`src/rtl/uart_frame_receiver.sv`:
```
// uart_frame_receiver
//   Receive-side framer for the host<->FPGA UART link. Rebuilds {header, message} frames from
//   the uart_rx byte stream (MSB byte first), decodes STALL/UNSTALL control headers and exports
//   the peer's flow-control state.
//
//   Optional feature: define UART_RX_TIMEOUT_EN to discard a partial frame after
//   TIMEOUT_CYCLES idle clocks. Without it, timeout_out is tied 0 and partial frames wait forever.
//
// Ports
//   clk_in           system clock
//   rst_in           asynchronous reset, active high
//   ll_valid_in      byte available from uart_rx
//   ll_byte_in       received byte
//   ll_ready_out     framer accepts a byte this cycle
//   frame_valid_out  complete data frame held on outputs
//   frame_ready_in   consumer takes frame
//   header_out       header of held frame
//   message_out      payload of held frame
//   raw_flag_out     RAW flag (header_out[2]) of held frame
//   peer_stalled_out peer has sent STALL and not yet UNSTALL
//   ctrl_error_out   1-cycle pulse on a header with bits [7] and [6] both set
//   timeout_out      1-cycle pulse when a partial frame is discarded on idle
module uart_frame_receiver #(
    parameter int unsigned MESSAGE_SIZE   = 512,
    parameter int unsigned HEADER_SIZE    = 32,
    parameter int unsigned TIMEOUT_CYCLES = 100_000
) (
    input  logic                    clk_in,
    input  logic                    rst_in,
    input  logic                    ll_valid_in,
    input  logic [7:0]              ll_byte_in,
    output logic                    ll_ready_out,
    output logic                    frame_valid_out,
    input  logic                    frame_ready_in,
    output logic [HEADER_SIZE-1:0]  header_out,
    output logic [MESSAGE_SIZE-1:0] message_out,
    output logic                    raw_flag_out,
    output logic                    peer_stalled_out,
    output logic                    ctrl_error_out,
    output logic                    timeout_out
);

    localparam int unsigned MSG_BYTES = MESSAGE_SIZE / 8;
    localparam int unsigned HDR_BYTES = HEADER_SIZE / 8;
    localparam int unsigned MAX_BYTES = (HDR_BYTES > MSG_BYTES) ? HDR_BYTES : MSG_BYTES;
    localparam int unsigned CNT_W     = $clog2(MAX_BYTES + 1);

    typedef enum logic [1:0] {StHeader, StPayload, StHold} state_e;

    state_e                  state_q, state_d;
    logic [CNT_W-1:0]        cnt_q, cnt_d;
    logic [HEADER_SIZE-1:0]  hdr_q, hdr_next;
    logic [MESSAGE_SIZE-1:0] msg_q, msg_next;
    logic [HEADER_SIZE-1:0]  header_q;
    logic [MESSAGE_SIZE-1:0] message_q;
    logic                    stalled_q;
    logic                    ctrl_error_q;
    logic                    byte_acc;
    logic                    hdr_last;
    logic                    msg_last;
    logic                    idle_expire;

    assign byte_acc = ll_valid_in && ll_ready_out;
    assign hdr_last = (cnt_q == CNT_W'(HDR_BYTES - 1));
    assign msg_last = (cnt_q == CNT_W'(MSG_BYTES - 1));
    // Shifted values including the byte on the bus; the width cast drops the oldest byte.
    assign hdr_next = HEADER_SIZE'({hdr_q, ll_byte_in});
    assign msg_next = MESSAGE_SIZE'({msg_q, ll_byte_in});

`ifdef UART_RX_TIMEOUT_EN
    localparam int unsigned IDLE_W = $clog2(TIMEOUT_CYCLES + 1);

    logic [IDLE_W-1:0] idle_q, idle_d;
    logic              idle_run;
    logic              timeout_q;

    // A HEADER state with no bytes collected is simply idle, not a stuck partial frame.
    assign idle_run    = (state_q == StPayload) || ((state_q == StHeader) && (cnt_q != '0));
    assign idle_expire = idle_run && !byte_acc && (idle_q == IDLE_W'(TIMEOUT_CYCLES - 1));
    assign idle_d      = (!idle_run || byte_acc || idle_expire) ? '0 : idle_q + IDLE_W'(1);

    always_ff @(posedge clk_in or posedge rst_in) begin
        if (rst_in) begin
            idle_q    <= '0;
            timeout_q <= 1'b0;
        end else begin
            idle_q    <= idle_d;
            timeout_q <= idle_expire;
        end
    end

    assign timeout_out = timeout_q;
`else
    assign idle_expire = 1'b0;
    assign timeout_out = 1'b0;
`endif

    // State register
    always_ff @(posedge clk_in or posedge rst_in) begin
        if (rst_in) begin
            state_q <= StHeader;
            cnt_q   <= '0;
        end else begin
            state_q <= state_d;
            cnt_q   <= cnt_d;
        end
    end

    // Next-state logic
    always_comb begin
        state_d = state_q;
        cnt_d   = cnt_q;
        case (state_q)
            StHeader: begin
                if (byte_acc) begin
                    if (hdr_last) begin
                        cnt_d = '0;
                        if (hdr_next[7:6] == 2'b00) state_d = StPayload;
                    end else begin
                        cnt_d = cnt_q + CNT_W'(1);
                    end
                end
            end
            StPayload: begin
                if (byte_acc) begin
                    if (msg_last) begin
                        state_d = StHold;
                        cnt_d   = '0;
                    end else begin
                        cnt_d = cnt_q + CNT_W'(1);
                    end
                end
            end
            StHold: begin
                if (frame_ready_in) begin
                    state_d = StHeader;
                    cnt_d   = '0;
                end
            end
            default: begin
                state_d = StHeader;
                cnt_d   = '0;
            end
        endcase
        if (idle_expire) begin
            state_d = StHeader;
            cnt_d   = '0;
        end
    end

    // Outputs decoded from state
    always_comb begin
        ll_ready_out    = (state_q != StHold);
        frame_valid_out = (state_q == StHold);
    end

    // Shift registers, held frame and control-header side effects
    always_ff @(posedge clk_in or posedge rst_in) begin
        if (rst_in) begin
            hdr_q        <= '0;
            msg_q        <= '0;
            header_q     <= '0;
            message_q    <= '0;
            stalled_q    <= 1'b0;
            ctrl_error_q <= 1'b0;
        end else begin
            ctrl_error_q <= 1'b0;
            if (byte_acc && (state_q == StHeader)) begin
                hdr_q <= hdr_next;
                if (hdr_last) begin
                    case (hdr_next[7:6])
                        2'b10:   stalled_q    <= 1'b1;
                        2'b01:   stalled_q    <= 1'b0;
                        2'b11:   ctrl_error_q <= 1'b1;
                        default: ;
                    endcase
                end
            end
            if (byte_acc && (state_q == StPayload)) begin
                msg_q <= msg_next;
                if (msg_last) begin
                    header_q  <= hdr_q;
                    message_q <= msg_next;
                end
            end
        end
    end

    assign header_out       = header_q;
    assign message_out      = message_q;
    assign raw_flag_out     = header_q[2];
    assign peer_stalled_out = stalled_q;
    assign ctrl_error_out   = ctrl_error_q;

endmodule
```
`config.mk`:
```
export PLATFORM = sky130hd
export DESIGN_NAME = uart_frame_receiver
export DESIGN_NICKNAME = d
export VERILOG_FILES = /design/src/rtl/uart_frame_receiver.sv
export SDC_FILE = /design/constraint.sdc
export NUM_CORES = 2
export LEC_CHECK = 0
export BUFFER_PORTS_ARGS = -buffer_cell sky130_fd_sc_hd__buf_2
export CAP_MARGIN = 15
export CORE_MARGIN = 3
export CORE_UTILIZATION = 62
export DETAILED_ROUTE_END_ITERATION = 10
export PLACE_DENSITY_LB_ADDON = 0.08
export SLEW_MARGIN = 20
export SYNTH_ARGS = -nofsm -noshare
export SYNTH_HDL_FRONTEND = slang
export SYNTH_SLANG_ARGS = --single-unit
```
`constraint.sdc`:
```
create_clock -name clk_in -period 62.8 [get_ports clk_in]
set_input_delay 6.28 -clock clk_in [delete_from_list [all_inputs] [get_ports clk_in]]
set_output_delay 6.28 -clock clk_in [all_outputs]
set_load 0.02 [all_outputs]
```
==> out/results.txt <==
status - finished, final reports clean
Layout area overhead - 15.75%
unrepaired setup endpoints after global routing - no
share of cells above drive strength 1 - 31.72%
Tot GR Track Use - 27.51%
headroom to the max-slew limit - 28.57%
Clock Latency Late Sink - 0.65 ns
CTS Hold Buffers Added - 0
final WL - 95,080 um
WP data required - 63.32 ns
endpoint class of the critical path - flop
antenna cells - 0
grt met3 use - 7.178%
antenna-violating nets left - 0
buffer count from post-CTS setup fixing - 0
H-tree levels - 3
I/O Buffers - 560
I/O pins - 562
CP max stage cell - buf_4
Initial Util - 63.19%
Final TNS setup - 0 ns
Final Max Tran Viols - 0
Tot Pwr - 1.612 mW
Die X - 263.5 um
first drt pass iteration count - 7
first-pass GRT wire length - 151,300 um
DRC - 0
register area share after synthesis - 66.42%
synth unique cells - 32
most frequent cells in the layout - 1,640 x nand2_1, 1,091 x dfrtp_1, 560 x buf_2
power per cell area - 33.88 nW/um^2
number of synthesized register bits - 1,091
CTS tree - done
Ys Warns - 0
die area - 69,420 um^2
final setup vio count - 0
core box area - 65,050 um^2
post-cts sizing count - 0
critical path arrival - 10.32 ns
most common cell after layout, fill and taps aside - nand2_1
CP Class - in2reg
clock slew seen by the registers of the worst setup and hold paths - 0.06 ns
Max clock buf depth - 3
worst min-delay path class - reg2reg
vias in the first global route - 26,480
clock sinks - 1,091
CP delay by family, top - buffers and inverters
DP Cell Count - 4,766
Tightest Pin Transition - 1.071 ns
met2 usage - 43.50%
CP peak stage delay - 0.86 ns
# fillers - 4,574
largest net degree at the start of global routing - 212
FMAX - 0.1021 GHz
worst clock skew - 0.01727 ns
GP Congestion - 0.8303
GR Overflow Total - 0
Non-Filler Instances - 4,966
met1 GRT Util - 37.51%
die span in y - 263.5 um
maxcap violations - 0
drt wl/cell - 19.15 um
root buffer cell - clkbuf_16
final period utilization - 15.60%
Cell Rows - 93
initial antenna violation count - 0
crit path max fanout - 72
CP cell instances - buf_2 -> nand3b_1 -> buf_4 -> buf_4 -> buf_4 -> buf_4 -> mux2_2
number of buffers created by CTS - 107
Reg area - 27,300 um^2
Final nets - 4,036
leakage power - 27.84 nW
sum of buffers and inverters on the critical path - 5
fin crit period - 9.799 ns
Final Hold Vio Count - 0
detailed placement HPWL - 61,570 um
detailed router's first-iteration violation count - 1,936
global route hottest layer - met2
vias per inst - 5.289
Post-Syn Area - 41,110 um^2
Vias - 26,260
CP Launch Type - input port
most used cell, CP - buf_4
Peak VDD IR - 0.03360 mV
synthesized instance count - 3,505
syn_nets - 3,521
synthesized area per cell - 11.73 um^2
area of the multi-input gates - 12,520 um^2
## registers in the layout, indices dropped and copies added, names as in the netlist
name and cells:
peer_stalled_out 1, state_q 2, cnt_q 7, msg_q 504, ctrl_error_out 1, hdr_q 32
message_out 512, header_out 32
## worst register-to-register path: stages (launching register included)
cell and delay (ns):
dfrtp_1 0.48, nand3b_1 0.20, buf_4 0.71, buf_4 0.89, buf_4 0.88, buf_4 0.83
mux2_2 0.47
## cells in the mapped netlist (all sizes together)
master   instances  area share (%)
mux2           534              15
mux2i            1           0.024
o32ai            1           0.021
nand3            4           0.061
nand2b           2           0.030
o211ai           1           0.018
o31ai            2           0.037
ha               4            0.12
conb             1          0.0091
or3              2           0.030
and3             1           0.015
a21oi            3           0.037
inv              7           0.064
nor3             2           0.024
nor4             3           0.046
and4             1           0.021
and2             1           0.015
or4              3           0.055
o21ba            1           0.024
nand2         1640              15
buf            171             3.0
nand3b           1           0.018
o2bb2ai          2           0.043
clkbuf          12            0.11
nor2             3           0.027
dfrtp         1091              66
a211oi           1           0.018
o21ai           10            0.12
## kinds of logic after synthesis
logic type | share of synthesized area, %
compound gates | 0.3196
other cells | 0.009123
mux | 14.65
fa+ha+maj | 0.1218
buf+inv | 3.160
flops | 66.42
simple gates | 15.32
## per-stage QoR
stage	instance area [um^2]	utilization, %	hold slack (ns)	setup slack, ns
final	47580	73.15	0.4573	53.00
after global routing	47580	73.15	0.4704	52.38
after CTS	47570	73.13	0.4631	52.55
after detailed placement	43980	67.62	0.4499	51.85
after global placement	43980	67.62	0.4434	51.83
after floorplan	41110	-	0.4401	25.80
## routing by layer
metal	wire length, um	vias up
met2	45480	617
met5	0	-
met1	40170	13270
met3	6124	166
met4	3298	0
li1	-	12210
## layout make-up
type                    count  area share [%]
repair buffers            589           6.443
well taps                 855           2.248
clock buffers             166           6.903
multi-input cells        2224           26.31
inverters                   7         0.07100
clock inverters            34          0.6417
flip-flops and latches   1091           57.38
## where the power goes
part           internal, mW  total, mW  switching, mW
Sequential            0.753      0.789         0.0363
Combinational        0.0712      0.179          0.108
Clock                 0.379      0.644          0.264
## worst paths after layout
path | slack (ns) | end | cells after the start | startpoint
worst min register to register | 0.46 | message_out[280] | 2 | message_out[280]
max in group asynchronous | 53.07 | hdr_q[12] | 6 | rst_in
min in group asynchronous | 5.89 | msg_q[219] | 2 | rst_in
worst max register to register | 58.21 | msg_q[426] | 6 | state_q[1]
worst min-delay path | 0.46 | message_out[280] | 2 | message_out[280]
worst max-delay path | 53.00 | msg_q[426] | 7 | ll_valid_in
(Power assumes the default switching activity.)
